--- config.mk ---
export PLATFORM = sky130hd
export DESIGN_NAME = imm_decode_stage
export DESIGN_NICKNAME = d
export VERILOG_FILES = /design/src/rtl/imm_decode_stage.sv
export SDC_FILE = /design/constraint.sdc
export NUM_CORES = 1
export LEC_CHECK = 0
export ABC_AREA = 1
export ABC_CLOCK_PERIOD_IN_PS = 4100
export CAP_MARGIN = 10
export CORE_ASPECT_RATIO = 0.5
export CORE_MARGIN = 2
export CORE_UTILIZATION = 46
export CTS_CLUSTER_DIAMETER = 30
export CTS_CLUSTER_SIZE = 30
export DETAILED_ROUTE_END_ITERATION = 10
export PLACE_DENSITY = 0.77
export SYNTH_ARGS = -nofsm -noshare
export SYNTH_HDL_FRONTEND = slang
export SYNTH_SLANG_ARGS = --single-unit
--- constraint.sdc ---
create_clock -name clk -period 4.1 [get_ports clk]
set_input_delay 0.82 -clock clk [delete_from_list [all_inputs] [get_ports clk]]
set_output_delay 0.82 -clock clk [all_outputs]
set_load 0.005 [all_outputs]
--- src/rtl/imm_decode_stage.sv ---
// rtl/imm_decode_stage.sv - RISC-V immediate decoder feeding a 2-entry skid FIFO
module imm_decode_stage #(
  parameter int XLEN  = 32,
  parameter int CNT_W = 16
) (
  input  logic             clk,
  input  logic             rst_n,
  input  logic             flush,
  input  logic             in_valid,
  output logic             in_ready,
  input  logic [31:0]      in_instr,
  output logic             out_valid,
  input  logic             out_ready,
  output logic [31:0]      out_instr,
  output logic [XLEN-1:0]  out_imm,
  output logic [2:0]       out_fmt,
  output logic             out_illegal,
  output logic [CNT_W-1:0] illegal_cnt
);

  localparam logic [2:0] FMT_NONE  = 3'd0;
  localparam logic [2:0] FMT_I     = 3'd1;
  localparam logic [2:0] FMT_S     = 3'd2;
  localparam logic [2:0] FMT_B     = 3'd3;
  localparam logic [2:0] FMT_U     = 3'd4;
  localparam logic [2:0] FMT_J     = 3'd5;
  localparam logic [2:0] FMT_SHAMT = 3'd6;
  localparam logic [2:0] FMT_ZIMM  = 3'd7;

  localparam logic [6:0] OP_IMM    = 7'b0010011;
  localparam logic [6:0] OP_LOAD   = 7'b0000011;
  localparam logic [6:0] OP_JALR   = 7'b1100111;
  localparam logic [6:0] OP_STORE  = 7'b0100011;
  localparam logic [6:0] OP_BRANCH = 7'b1100011;
  localparam logic [6:0] OP_JAL    = 7'b1101111;
  localparam logic [6:0] OP_LUI    = 7'b0110111;
  localparam logic [6:0] OP_AUIPC  = 7'b0010111;
  localparam logic [6:0] OP_IMM32  = 7'b0011011;
  localparam logic [6:0] OP_OP32   = 7'b0111011;
  localparam logic [6:0] OP_SYSTEM = 7'b1110011;
  localparam logic [6:0] OP_OP     = 7'b0110011;
  localparam logic [6:0] OP_FENCE  = 7'b0001111;

  localparam logic [CNT_W-1:0] CNT_MAX = {CNT_W{1'b1}};

  typedef struct packed {
    logic [31:0]     instr;
    logic [XLEN-1:0] imm;
    logic [2:0]      fmt;
    logic            illegal;
  } entry_t;

  logic [6:0]      opcode;
  logic [2:0]      funct3;
  logic            is_shift;
  logic [XLEN-1:0] dec_imm;
  logic [2:0]      dec_fmt;
  logic            dec_illegal;
  entry_t          dec_entry;

  entry_t          mem [2];
  logic            rd_ptr;
  logic            wr_ptr;
  logic [1:0]      count;
  logic            live;
  logic            push;
  logic            pop;
  entry_t          head;

  assign opcode   = in_instr[6:0];
  assign funct3   = in_instr[14:12];
  assign is_shift = (funct3 == 3'b001) || (funct3 == 3'b101);

  // Opcode-driven immediate extraction; the decode happens before the FIFO so
  // the head entry is ready to drive outputs straight from registers.
  always_comb begin
    dec_imm     = '0;
    dec_fmt     = FMT_NONE;
    dec_illegal = 1'b0;
    case (opcode)
      OP_IMM: begin
        if (is_shift) begin
          dec_fmt = FMT_SHAMT;
          if (XLEN == 64) dec_imm = XLEN'(in_instr[25:20]);
          else            dec_imm = XLEN'(in_instr[24:20]);
        end else begin
          dec_fmt = FMT_I;
          dec_imm = XLEN'($signed(in_instr[31:20]));
        end
      end
      OP_LOAD, OP_JALR: begin
        dec_fmt = FMT_I;
        dec_imm = XLEN'($signed(in_instr[31:20]));
      end
      OP_STORE: begin
        dec_fmt = FMT_S;
        dec_imm = XLEN'($signed({in_instr[31:25], in_instr[11:7]}));
      end
      OP_BRANCH: begin
        dec_fmt = FMT_B;
        dec_imm = XLEN'($signed({in_instr[31], in_instr[7], in_instr[30:25],
                                 in_instr[11:8], 1'b0}));
      end
      OP_JAL: begin
        dec_fmt = FMT_J;
        dec_imm = XLEN'($signed({in_instr[31], in_instr[19:12], in_instr[20],
                                 in_instr[30:21], 1'b0}));
      end
      OP_LUI, OP_AUIPC: begin
        dec_fmt = FMT_U;
        dec_imm = XLEN'($signed({in_instr[31:12], 12'b0}));
      end
      OP_IMM32: begin
        // Word-sized immediates only exist on the 64-bit datapath.
        if (XLEN == 64) begin
          if (is_shift) begin
            dec_fmt = FMT_SHAMT;
            dec_imm = XLEN'(in_instr[24:20]);
          end else begin
            dec_fmt = FMT_I;
            dec_imm = XLEN'($signed(in_instr[31:20]));
          end
        end else begin
          dec_illegal = 1'b1;
        end
      end
      OP_OP32: begin
        if (XLEN != 64) dec_illegal = 1'b1;
      end
      OP_SYSTEM: begin
        if (funct3[2]) begin
          dec_fmt = FMT_ZIMM;
          dec_imm = XLEN'(in_instr[19:15]);
        end
      end
      OP_OP, OP_FENCE: begin
        dec_fmt = FMT_NONE;
      end
      default: begin
        dec_illegal = 1'b1;
      end
    endcase
  end

  assign dec_entry = '{instr: in_instr, imm: dec_imm, fmt: dec_fmt, illegal: dec_illegal};

  // Flush wins over both handshakes so nothing from that cycle survives.
  assign push = in_valid && in_ready && !flush;
  assign pop  = out_valid && out_ready && !flush;

  // FIFO pointers, occupancy and the post-reset ready enable.
  always_ff @(posedge clk or negedge rst_n) begin
    if (!rst_n) begin
      rd_ptr <= 1'b0;
      wr_ptr <= 1'b0;
      count  <= 2'd0;
      live   <= 1'b0;
      mem[0] <= '0;
      mem[1] <= '0;
    end else begin
      live <= 1'b1;
      if (flush) begin
        rd_ptr <= 1'b0;
        wr_ptr <= 1'b0;
        count  <= 2'd0;
      end else begin
        if (push) begin
          mem[wr_ptr] <= dec_entry;
          wr_ptr      <= ~wr_ptr;
        end
        if (pop) rd_ptr <= ~rd_ptr;
        case ({push, pop})
          2'b10:   count <= count + 2'd1;
          2'b01:   count <= count - 2'd1;
          default: count <= count;
        endcase
      end
    end
  end

  // Saturating tally of illegal instructions actually handed downstream.
  always_ff @(posedge clk or negedge rst_n) begin
    if (!rst_n) begin
      illegal_cnt <= '0;
    end else if (pop && head.illegal && (illegal_cnt != CNT_MAX)) begin
      illegal_cnt <= illegal_cnt + 1'b1;
    end
  end

  assign head      = mem[rd_ptr];
  assign out_valid = (count != 2'd0);
  assign in_ready  = live && (count != 2'd2);

  // Outputs read as zero whenever no entry is presented.
  always_comb begin
    out_instr   = '0;
    out_imm     = '0;
    out_fmt     = FMT_NONE;
    out_illegal = 1'b0;
    if (out_valid) begin
      out_instr   = head.instr;
      out_imm     = head.imm;
      out_fmt     = head.fmt;
      out_illegal = head.illegal;
    end
  end

endmodule

==> impl_metrics.json <==
{
  "htree_levels": 4,
  "arrival_ns": 2.70,
  "die_x_um": 188,
  "numPortBuffers": 122,
  "maxSlewViolCount": 0,
  "cap_violations": 0,
  "synth-seq-cells": 157,
  "via_per_inst": 5.20,
  "crit_path_start_kind": "flip-flop",
  "seqPwrFrac_pct": 40.8,
  "gp_congestion": 0.922,
  "ant_nets": 0,
  "numCtsBuffers": 17,
  "r2r-end": "illegal_cnt[4]",
  "grt_max_degree": 92,
  "finalHoldViolCount": 0,
  "worstPathRequired_ns": 3.28,
  "initial_utilization_pct": 47.2,
  "firstDrtPassIters": 5,
  "vdd_drop_max_v": 0.000311,
  "ys_seq_area_share_pct": 50.5,
  "antenna_found_initial": 0,
  "yosys.area.top_type_share_pct": 50.5,
  "total_power_w": 0.00538,
  "ys_types": 27,
  "die_h_um": 95.9,
  "combPwrFrac_pct": 27.2,
  "routedWlPerCell_um": 15.3,
  "grt_pass1_wl_mm": 35.1,
  "r2r_start": "rd_ptr",
  "drc": 0,
  "outcome": "complete, no violations",
  "slew_headroom_pct": 43.6,
  "syn_area_mm2": 0.00777,
  "grt_pass1_vias": 6992,
  "overflow": 0,
  "critPathKind": "reg2out",
  "cp-end-kind": "primary output",
  "fin_worst_skew_ns": 0.0123,
  "clk_latency_ns": 0.42,
  "regArea_mm2": 0.00393,
  "ios": 123,
  "hpwlAfterDp_mm": 14.3,
  "p_clk_share_pct": 32.0,
  "p_sw_w": 0.00172,
  "synth.avg_cell_area_um2": 7.28,
  "clock.fmax_mhz": 284,
  "final.period_utilization_pct": 85.9,
  "rrSetupSlack_ns": 1.59,
  "finalSetupTns_ns": 0,
  "power.leakage_nw": 4.80,
  "final_area_mm2": 0.00978,
  "yosysWarnings": 0,
  "period_minus_slack_ns": 3.52,
  "yosys.area.top_type": "dfrtp_1",
  "area_delta_synth_final_pct": 25.8,
  "nets": 1200,
  "layout-drive-gt1-share_pct": 4.77,
  "via_count": 7297,
  "cts_tree": "done",
  "p_int_w": 0.00366,
  "num-fill-cells": 1406,
  "drt-total-wl_mm": 21.4,
  "path_max_fanout": 28,
  "clk_path_buf_depth": 2,
  "finalSetupViolCount": 0,
  "multi_input_area_mm2": 0.00335,
  "power_density_mw_per_mm2": 550,
  "r2r_cells": 9,
  "post_dp_cell_area_mm2": 0.00914,
  "cts_root_buffer": "clkbuf_16",
  "cts.sinks": 157,
  "swShare_pct": 31.9,
  "cts-hold-fix-buffers": 0,
  "rsz0062_at_grt": "no",
  "num_rows": 33,
  "syn_inst": 1068,
  "diodes": 0,
  "min_path_type": "in2async",
  "clk_pin_slew_ns": 0.06,
  "cts_setup_buffers": 0,
  "drt-initial-drc-count": 734,
  "synthTopCellsByArea": "dfrtp_1 51%, nand2_1 24%, a21oi_1 5.0%",
  "core_mm2": 0.0165,
  "cts_resized": 0,
  "worstMarginPinSlew_ns": 0.846,
  "syn_nets": 1106,
  "track_usage_pct": 24.8,
  "die_area_mm2": 0.0180
}
## critical path, cell delays in order (launching register included)
cell and delay, ns:
dfrtp_2 0.63, inv_2 0.39, buf_4 0.36, nand2_1 0.08
a21oi_1 0.25, clkdlybuf4s50_1 0.56
## synth_stat cells, drive strengths merged
library cell and number:
a21boi 1, a21oi 78, buf 32, clkbuf 25, clkinv 1, conb 1
dfrtp 157, ha 1, inv 62, nand2 502, nand3 33, nand3b 1
nand4 4, nor2 64, nor3 5, o21ai 90, xnor2 5, xor2 6
## registers in the layout (all words and copies together), names as in the netlist
name         count
count            2
illegal_cnt     16
live             1
mem            136
rd_ptr           1
wr_ptr           1
## logic make-up after synthesis
group | count (synthesis) | synth area share [%]
AND/OR/NAND/NOR | 609 | 30.5
AO/OA/AOI/OAI | 169 | 11.1
flip-flops | 157 | 50.5
buffers and inverters | 120 | 6.40
XOR/XNOR | 11 | 1.24
adder cells (fa/ha/maj) | 1 | 0.161
other | 1 | 0.0482
## layout by cell type (no fill, tap or decap)
cell             synthesis  routed
a21oi_2                  1       1
o21ai_0                 21      21
inv_2                    4       5
nor2_4                   2       3
inv_8                    0       1
nand3_2                  1       1
dfrtp_2                  0       1
nand3_1                 32      32
clkbuf_16                0      17
nand4_1                  4       4
o21ai_1                 69      69
xnor2_1                  5       5
a21oi_1                 77      77
nor2_1                  60      60
clkinv_4                 0       3
nor2_2                   2       1
inv_1                   58      58
clkinvlp_4               0       3
buf_6                    1       1
a21boi_4                 1       1
xor2_1                   6       6
conb_1                   1       1
nand2_1                502     502
bufinv_16                0       4
nand3b_1                 1       1
dfrtp_1                157     156
nor3_1                   5       5
clkbuf_8                 0       1
buf_12                   0       3
inv_6                    0       3
buf_4                    2       7
ha_1                     1       1
clkdlybuf4s50_1          0     121
## power by group through the flow
stage | combinational (W) | clock, W | sequential (W)
CTS | 0.00147 | 0.00174 | 0.00219
finish | 0.00146 | 0.00172 | 0.00219
detailed placement | 0.00146 | 0 | 0.00221
global route | 0.00163 | 0.00181 | 0.00224
global placement | 0.00143 | 0 | 0.00220
floorplan | 0.000806 | 0 | 0.00213
## how the worst max path moves through the flow
stage / from / end / slack [ns] / cells after the start
final: rd_ptr / out_instr[18] / 0.58 / 5
after global routing: rd_ptr / out_imm[1] / 0.46 / 5
after CTS: rd_ptr / out_instr[18] / 0.60 / 5
after detailed placement: rd_ptr / out_instr[18] / 1.04 / 5
after global placement: rd_ptr / out_instr[23] / 1.06 / 5
after floorplan: rd_ptr / out_instr[10] / 1.93 / 6
## per-layer routing
layer  track usage [%]  wire length (um)  share of wire (%)  up-vias
met5                 0                 0                  0        -
met4              9.45               454                2.1        0
met3              4.34              1480                6.9       47
met2              40.0              9790                 46      256
met1              34.0              9680                 45     3458
li1                  -                 -                  -     3536
## stage by stage
stage | std cells | hold WS, ns | setup WS [ns] | util, %
2_1_floorplan | 1068 | 0.444 | 1.93 | -
3_3_place_gp | 1370 | 0.462 | 1.06 | 55.5
3_5_place_dp | 1370 | 0.465 | 1.04 | 55.5
4_1_cts | 1402 | 0.482 | 0.600 | 59.4
5_1_grt | 1402 | 0.502 | 0.458 | 59.4
6_report | 1402 | 0.442 | 0.578 | 59.4
## area by class of cell
cell class                      count  area share (%)
Clock buffer                       18            4.49
Clock inverter                     14            2.11
Inverter                           63            2.42
Multi-Input combinational cell    791            34.3
Sequential cell                   157            40.2
Tap cell                          227            2.90
Timing Repair Buffer              132            13.6
(Power assumes the default switching activity.)
